## src/rtl/constants_pkg.sv

```systemverilog
// rtl/constants_pkg.sv - shared widths, arbiter state/owner types and limits
package constants_pkg;

    localparam int MEMORY_ADDRESS_BITS = 8;
    localparam int MEMORY_DATA_BITS    = 8;

    // Consecutive LS grants tolerated while IF waits before IF is forced in.
    localparam int ARB_STARVE_LIMIT = 3;

    typedef enum bit [2:0] {
        ARB_IDLE,
        ARB_RD_ISSUE,
        ARB_RD_CAPTURE,
        ARB_WR_SETUP,
        ARB_WR_COMMIT
    } arb_state_t;

    typedef enum bit {
        OWN_IF,
        OWN_LS
    } owner_t;

endpackage

```

## src/rtl/mem_grant_select.sv

```systemverilog
// rtl/mem_grant_select.sv - LS-priority winner pick with saturating IF starvation counter
//
// Ports:
//   clk, reset   clock, asynchronous active-low reset
//   if_req       instruction fetch request
//   ls_req       load/store request
//   grant_now    arbiter is idle and a grant is being made this edge
//   win_ls       combinational: 1 = LS wins, 0 = IF wins (valid when grant_now)
module mem_grant_select
    import constants_pkg::*;
#(
    parameter int STARVE_LIMIT = ARB_STARVE_LIMIT
) (
    input  logic clk,
    input  logic reset,
    input  logic if_req,
    input  logic ls_req,
    input  logic grant_now,
    output logic win_ls
);

    localparam int CNT_W = $clog2(STARVE_LIMIT + 1);

    logic [CNT_W-1:0] starve_cnt;
    logic             starved;

    assign starved = (starve_cnt == CNT_W'(STARVE_LIMIT)) && if_req;
    assign win_ls  = ls_req && !starved;

    // Outside IDLE a waiting IF always holds if_req, so clearing on any
    // edge with if_req low is the same as clearing on IDLE edges only.
    always_ff @(posedge clk or negedge reset) begin
        if (!reset) begin
            starve_cnt <= '0;
        end else if (grant_now && win_ls && if_req) begin
            if (starve_cnt != CNT_W'(STARVE_LIMIT)) begin
                starve_cnt <= starve_cnt + 1'b1;
            end
        end else if (grant_now || !if_req) begin
            starve_cnt <= '0;
        end
    end

endmodule

```

## src/rtl/mem_port_arbiter.sv

```systemverilog
// rtl/mem_port_arbiter.sv - two-requester sequencer for the single-port RAM
//
// Ports:
//   clk, reset                 clock, asynchronous active-low reset
//   if_req/if_addr             IF read request (held until if_done)
//   if_gnt/if_done/if_rdata    IF grant pulse, done pulse, read data
//   ls_req/ls_we/ls_addr/ls_wdata  LS request, 1 = store, address, store data
//   ls_gnt/ls_done/ls_rdata    LS grant pulse, done pulse, load data
//   mem_address/mem_out_en/mem_write_en  RAM address, read enable, write strobe
//   mem_wr_data/mem_drive_en   write data and its tristate drive enable
//   mem_rd_data                RAM data net as read back
module mem_port_arbiter
    import constants_pkg::*;
#(
    parameter int ADDR_BITS    = MEMORY_ADDRESS_BITS,
    parameter int DATA_BITS    = MEMORY_DATA_BITS,
    parameter int STARVE_LIMIT = ARB_STARVE_LIMIT
) (
    input  logic                 clk,
    input  logic                 reset,
    input  logic                 if_req,
    input  logic [ADDR_BITS-1:0] if_addr,
    output logic                 if_gnt,
    output logic                 if_done,
    output logic [DATA_BITS-1:0] if_rdata,
    input  logic                 ls_req,
    input  logic                 ls_we,
    input  logic [ADDR_BITS-1:0] ls_addr,
    input  logic [DATA_BITS-1:0] ls_wdata,
    output logic                 ls_gnt,
    output logic                 ls_done,
    output logic [DATA_BITS-1:0] ls_rdata,
    output logic [ADDR_BITS-1:0] mem_address,
    output logic                 mem_out_en,
    output logic                 mem_write_en,
    output logic [DATA_BITS-1:0] mem_wr_data,
    output logic                 mem_drive_en,
    input  logic [DATA_BITS-1:0] mem_rd_data
);

    arb_state_t state;
    owner_t     owner;
    logic       grant_now;
    logic       win_ls;

    assign grant_now = (state == ARB_IDLE) && (if_req || ls_req);

    mem_grant_select #(
        .STARVE_LIMIT(STARVE_LIMIT)
    ) u_grant_select (
        .clk       (clk),
        .reset     (reset),
        .if_req    (if_req),
        .ls_req    (ls_req),
        .grant_now (grant_now),
        .win_ls    (win_ls)
    );

    // mem_address and mem_wr_data double as the latched request fields.
    always_ff @(posedge clk or negedge reset) begin
        if (!reset) begin
            state        <= ARB_IDLE;
            owner        <= OWN_IF;
            if_gnt       <= 1'b0;
            if_done      <= 1'b0;
            if_rdata     <= '0;
            ls_gnt       <= 1'b0;
            ls_done      <= 1'b0;
            ls_rdata     <= '0;
            mem_address  <= '0;
            mem_out_en   <= 1'b0;
            mem_write_en <= 1'b0;
            mem_wr_data  <= '0;
            mem_drive_en <= 1'b0;
        end else begin
            if_gnt  <= 1'b0;
            if_done <= 1'b0;
            ls_gnt  <= 1'b0;
            ls_done <= 1'b0;
            case (state)
                ARB_IDLE: begin
                    if (grant_now) begin
                        if (win_ls) begin
                            owner       <= OWN_LS;
                            ls_gnt      <= 1'b1;
                            mem_address <= ls_addr;
                            if (ls_we) begin
                                mem_wr_data  <= ls_wdata;
                                mem_drive_en <= 1'b1;
                                state        <= ARB_WR_SETUP;
                            end else begin
                                mem_out_en <= 1'b1;
                                state      <= ARB_RD_ISSUE;
                            end
                        end else begin
                            owner       <= OWN_IF;
                            if_gnt      <= 1'b1;
                            mem_address <= if_addr;
                            mem_out_en  <= 1'b1;
                            state       <= ARB_RD_ISSUE;
                        end
                    end
                end
                ARB_RD_ISSUE: begin
                    state <= ARB_RD_CAPTURE;
                end
                ARB_RD_CAPTURE: begin
                    if (owner == OWN_LS) begin
                        ls_rdata <= mem_rd_data;
                        ls_done  <= 1'b1;
                    end else begin
                        if_rdata <= mem_rd_data;
                        if_done  <= 1'b1;
                    end
                    mem_out_en <= 1'b0;
                    state      <= ARB_IDLE;
                end
                ARB_WR_SETUP: begin
                    mem_write_en <= 1'b1;
                    state        <= ARB_WR_COMMIT;
                end
                ARB_WR_COMMIT: begin
                    mem_write_en <= 1'b0;
                    mem_drive_en <= 1'b0;
                    ls_done      <= 1'b1;
                    state        <= ARB_IDLE;
                end
                default: begin
                    state <= ARB_IDLE;
                end
            endcase
        end
    end

endmodule

```

## config.mk

```make
export PLATFORM = sky130hd
export DESIGN_NAME = mem_port_arbiter
export DESIGN_NICKNAME = d
export VERILOG_FILES = /design/src/rtl/constants_pkg.sv /design/src/rtl/mem_grant_select.sv /design/src/rtl/mem_port_arbiter.sv
export SDC_FILE = /design/constraint.sdc
export NUM_CORES = 1
export LEC_CHECK = 0
export CAP_MARGIN = 20
export CELL_PAD_IN_SITES_DETAIL_PLACEMENT = 0
export CELL_PAD_IN_SITES_GLOBAL_PLACEMENT = 1
export CORE_MARGIN = 5
export CORE_UTILIZATION = 36
export DETAILED_ROUTE_END_ITERATION = 12
export PLACE_DENSITY = 0.88
export SYNTH_ARGS = -nofsm -noshare
export SYNTH_HDL_FRONTEND = slang
export SYNTH_SLANG_ARGS = --single-unit
```

## constraint.sdc

```tcl
create_clock -name clk -period 2.4 [get_ports clk]
set_input_delay 0.6 -clock clk [delete_from_list [all_inputs] [get_ports clk]]
set_output_delay 0.6 -clock clk [all_outputs]
set_load 0.1 [all_outputs]
```

==> flow_summary.yaml <==
clock_network:
  cts_buffers: 5
  cts_tree: "done"
  cts-root-buf: "clkbuf_8"
  clkLatencyLatePin_ps: 290
  clk_pin_slew_worst_paths_ps: 80
  cts.path.max_buffers: 2
  cts-htree-levels: 2
  ctsResizeCount: 0
  hold_buffers: 0
  post_cts_buffers: 0
  cts.sinks: 45
place:
  numPortBuffers: 75
  gp_congestion: 0.744
  post-dp-hpwl_um: 3220
layout:
  drive_above_1_share_pct: 38.2
  nNetsFinal: 249
  final_common_cell: "dfrtp_1"
  mostFrequentLayoutCells: "dfrtp_1 (45), buf_4 (42), clkdlybuf4s50_1 (35)"
  syn_to_final_growth_pct: 45.5
  diodes: 0
  fillers: 467
global_routing:
  grt_pass1_vias: 1460
  antenna_found_initial: 0
  grt.overflow.total: 0
  grt_pass1_wl_um: 7220
  grt_use_total_pct: 14.2
  grt_max_degree: 45
sta:
  finalSetupViolCount: 0
  drv_slew: 0
  relSlewSlack_pct: 71.8
  worst_pin_slew_ps: 412
  fin_crit_sh_pct: 77.9
  finalSetupTns_ps: 0
  min_period_ps: 1870
  hold_viol: 0
  fmax_mhz: 535
  fin_skew_ps: 3.06
  rsz0062_at_grt: "false"
synthesis:
  ys_seq_area_share_pct: 60.3
  synth-main-ff-cell: "dfrtp_1"
  synth.avg_cell_area_um2: 14.0
  synthCells: 133
  synth-seq-cells: 45
  ys_types: 31
  synth_area_um2: 1870
  yosysWarnings: 0
  synth-edff-count: 0
  async_reset_ff_share_pct: 100
  synthesis.nets: 171
flow_run:
  maxCapViolCount: 0
status:
  outcome: "finished, final reports clean"
route:
  dr.pass1.iters: 4
  drtIter0Drc: 57
  drcViolationCount: 0
  wl_per_cell_um: 15.3
  ant_nets: 0
  via_per_inst: 4.84
  num_vias: 1364
  wl_um: 4330
floorplan:
  core_area_um2: 5070
  die_area_um2: 6730
  die_y_um: 82.0
  boundaryPins: 76
  initial_utilization_pct: 36.8
  die_w_um: 82.0
  rows: 26
setup_path:
  cp_max_fo: 8
  cp-start-kind: "input port"
  timing.critical_path.to_type: "flip-flop"
  cp.arrival_ps: 2050
  crit_type: "input port to flip-flop"
  required_ps: 2580
worst_hold_path:
  min_path_type: "input port to asynchronous set/reset pin"
## flip-flops by register name, summed over array words and instances (netlist names)
| name | cells |
|---|---|
| mem_wr_data | 8 |
| mem_out_en | 1 |
| if_gnt | 1 |
| ls_gnt | 1 |
| mem_drive_en | 1 |
| owner | 1 |
| ls_done | 1 |
| mem_write_en | 1 |
| mem_address | 8 |
| state | 3 |
| u_grant_select.starve_cnt | 2 |
| if_rdata | 8 |
| ls_rdata | 8 |
| if_done | 1 |
## cell type report
class	count	area [µm²]	area share (%)
inverters	2	7.51	0.276
well taps	70	87.6	3.22
repair buffers	79	691	25.4
clock inverters	1	30.0	1.10
clock buffers	7	86.3	3.18
flip-flops and latches	45	1130	41.4
multi-input cells	78	689	25.4
## metrics by stage
step	setup WS [ps]	util (%)	hold WS, ps	cell area, µm²	instances
2_1_floorplan	847	-	304	1870	133
3_3_place_gp	269	51.3	399	2600	274
3_5_place_dp	220	51.3	400	2600	274
4_1_cts	537	53.6	78.8	2720	282
5_1_grt	451	53.6	80.0	2720	282
6_report	530	53.6	92.2	2720	282
## cell usage after synthesis (2+ instances only)
cell type,instances,area [µm²]
nand3_1,2,10.0
nand2_1,4,15.0
inv_1,2,7.51
nor2_1,5,18.8
nor2_8,3,60.1
nor3_1,2,10.0
o32ai_1,8,70.1
o21ai_0,2,10.0
a21oi_1,5,25.0
buf_2,3,15.0
dfrtp_1,45,1130
clkbuf_1,3,11.3
mux2_2,23,259
a2bb2oi_1,8,70.1
mux2_1,2,22.5
## path summary, 6_finish.rpt
path | start | slack [ps] | endpoint | depth (start not counted)
setup reg to reg | state[1]$_DFFE_PN0P_ | 710 | if_rdata[3]$_DFFE_PN0P_ | 3
min in group clk | mem_out_en$_DFFE_PN0P_ | 500 | mem_out_en$_DFFE_PN0P_ | 1
max in group asynchronous | reset | 1900 | mem_wr_data[2]$_DFFE_PN0P_ | 2
hold reg to reg | mem_out_en$_DFFE_PN0P_ | 500 | mem_out_en$_DFFE_PN0P_ | 1
setup / recovery | ls_req | 530 | mem_wr_data[1]$_DFFE_PN0P_ | 4
hold / removal | reset | 90 | mem_address[7]$_DFFE_PN0P_ | 1
## metal layers
layer / part of all wire (%) / track usage (%) / wire (µm) / vias to the layer above
met5: 0 / 0 / 0 / -
met3: 8.0 / 3.84 / 344 / 6
met2: 47 / 23.0 / 2030 / 54
met1: 43 / 17.8 / 1870 / 658
met4: 1.8 / 5.98 / 78 / 0
li1: - / - / - / 646
## critical path, stage by stage
cell             delay [ps]
clkdlybuf4s50_1         530
a21boi_1                330
nand3_2                 250
mux2_2                  330
## cells by family (layout without fill, tap and decap cells)
group           Yosys count  count (layout)  share of synthesized area, %
mux                      25              25                          15.1
compound gates           30              30                          12.3
flops                    45              45                          60.3
simple gates             22              22                          8.84
buf+inv                  10              89                          2.81
fa+ha+maj                 1               1                         0.670
Power is left out: the tool's default activity adds up to more than one toggle a clock period on the data nets, which glitch-free logic cannot reach.
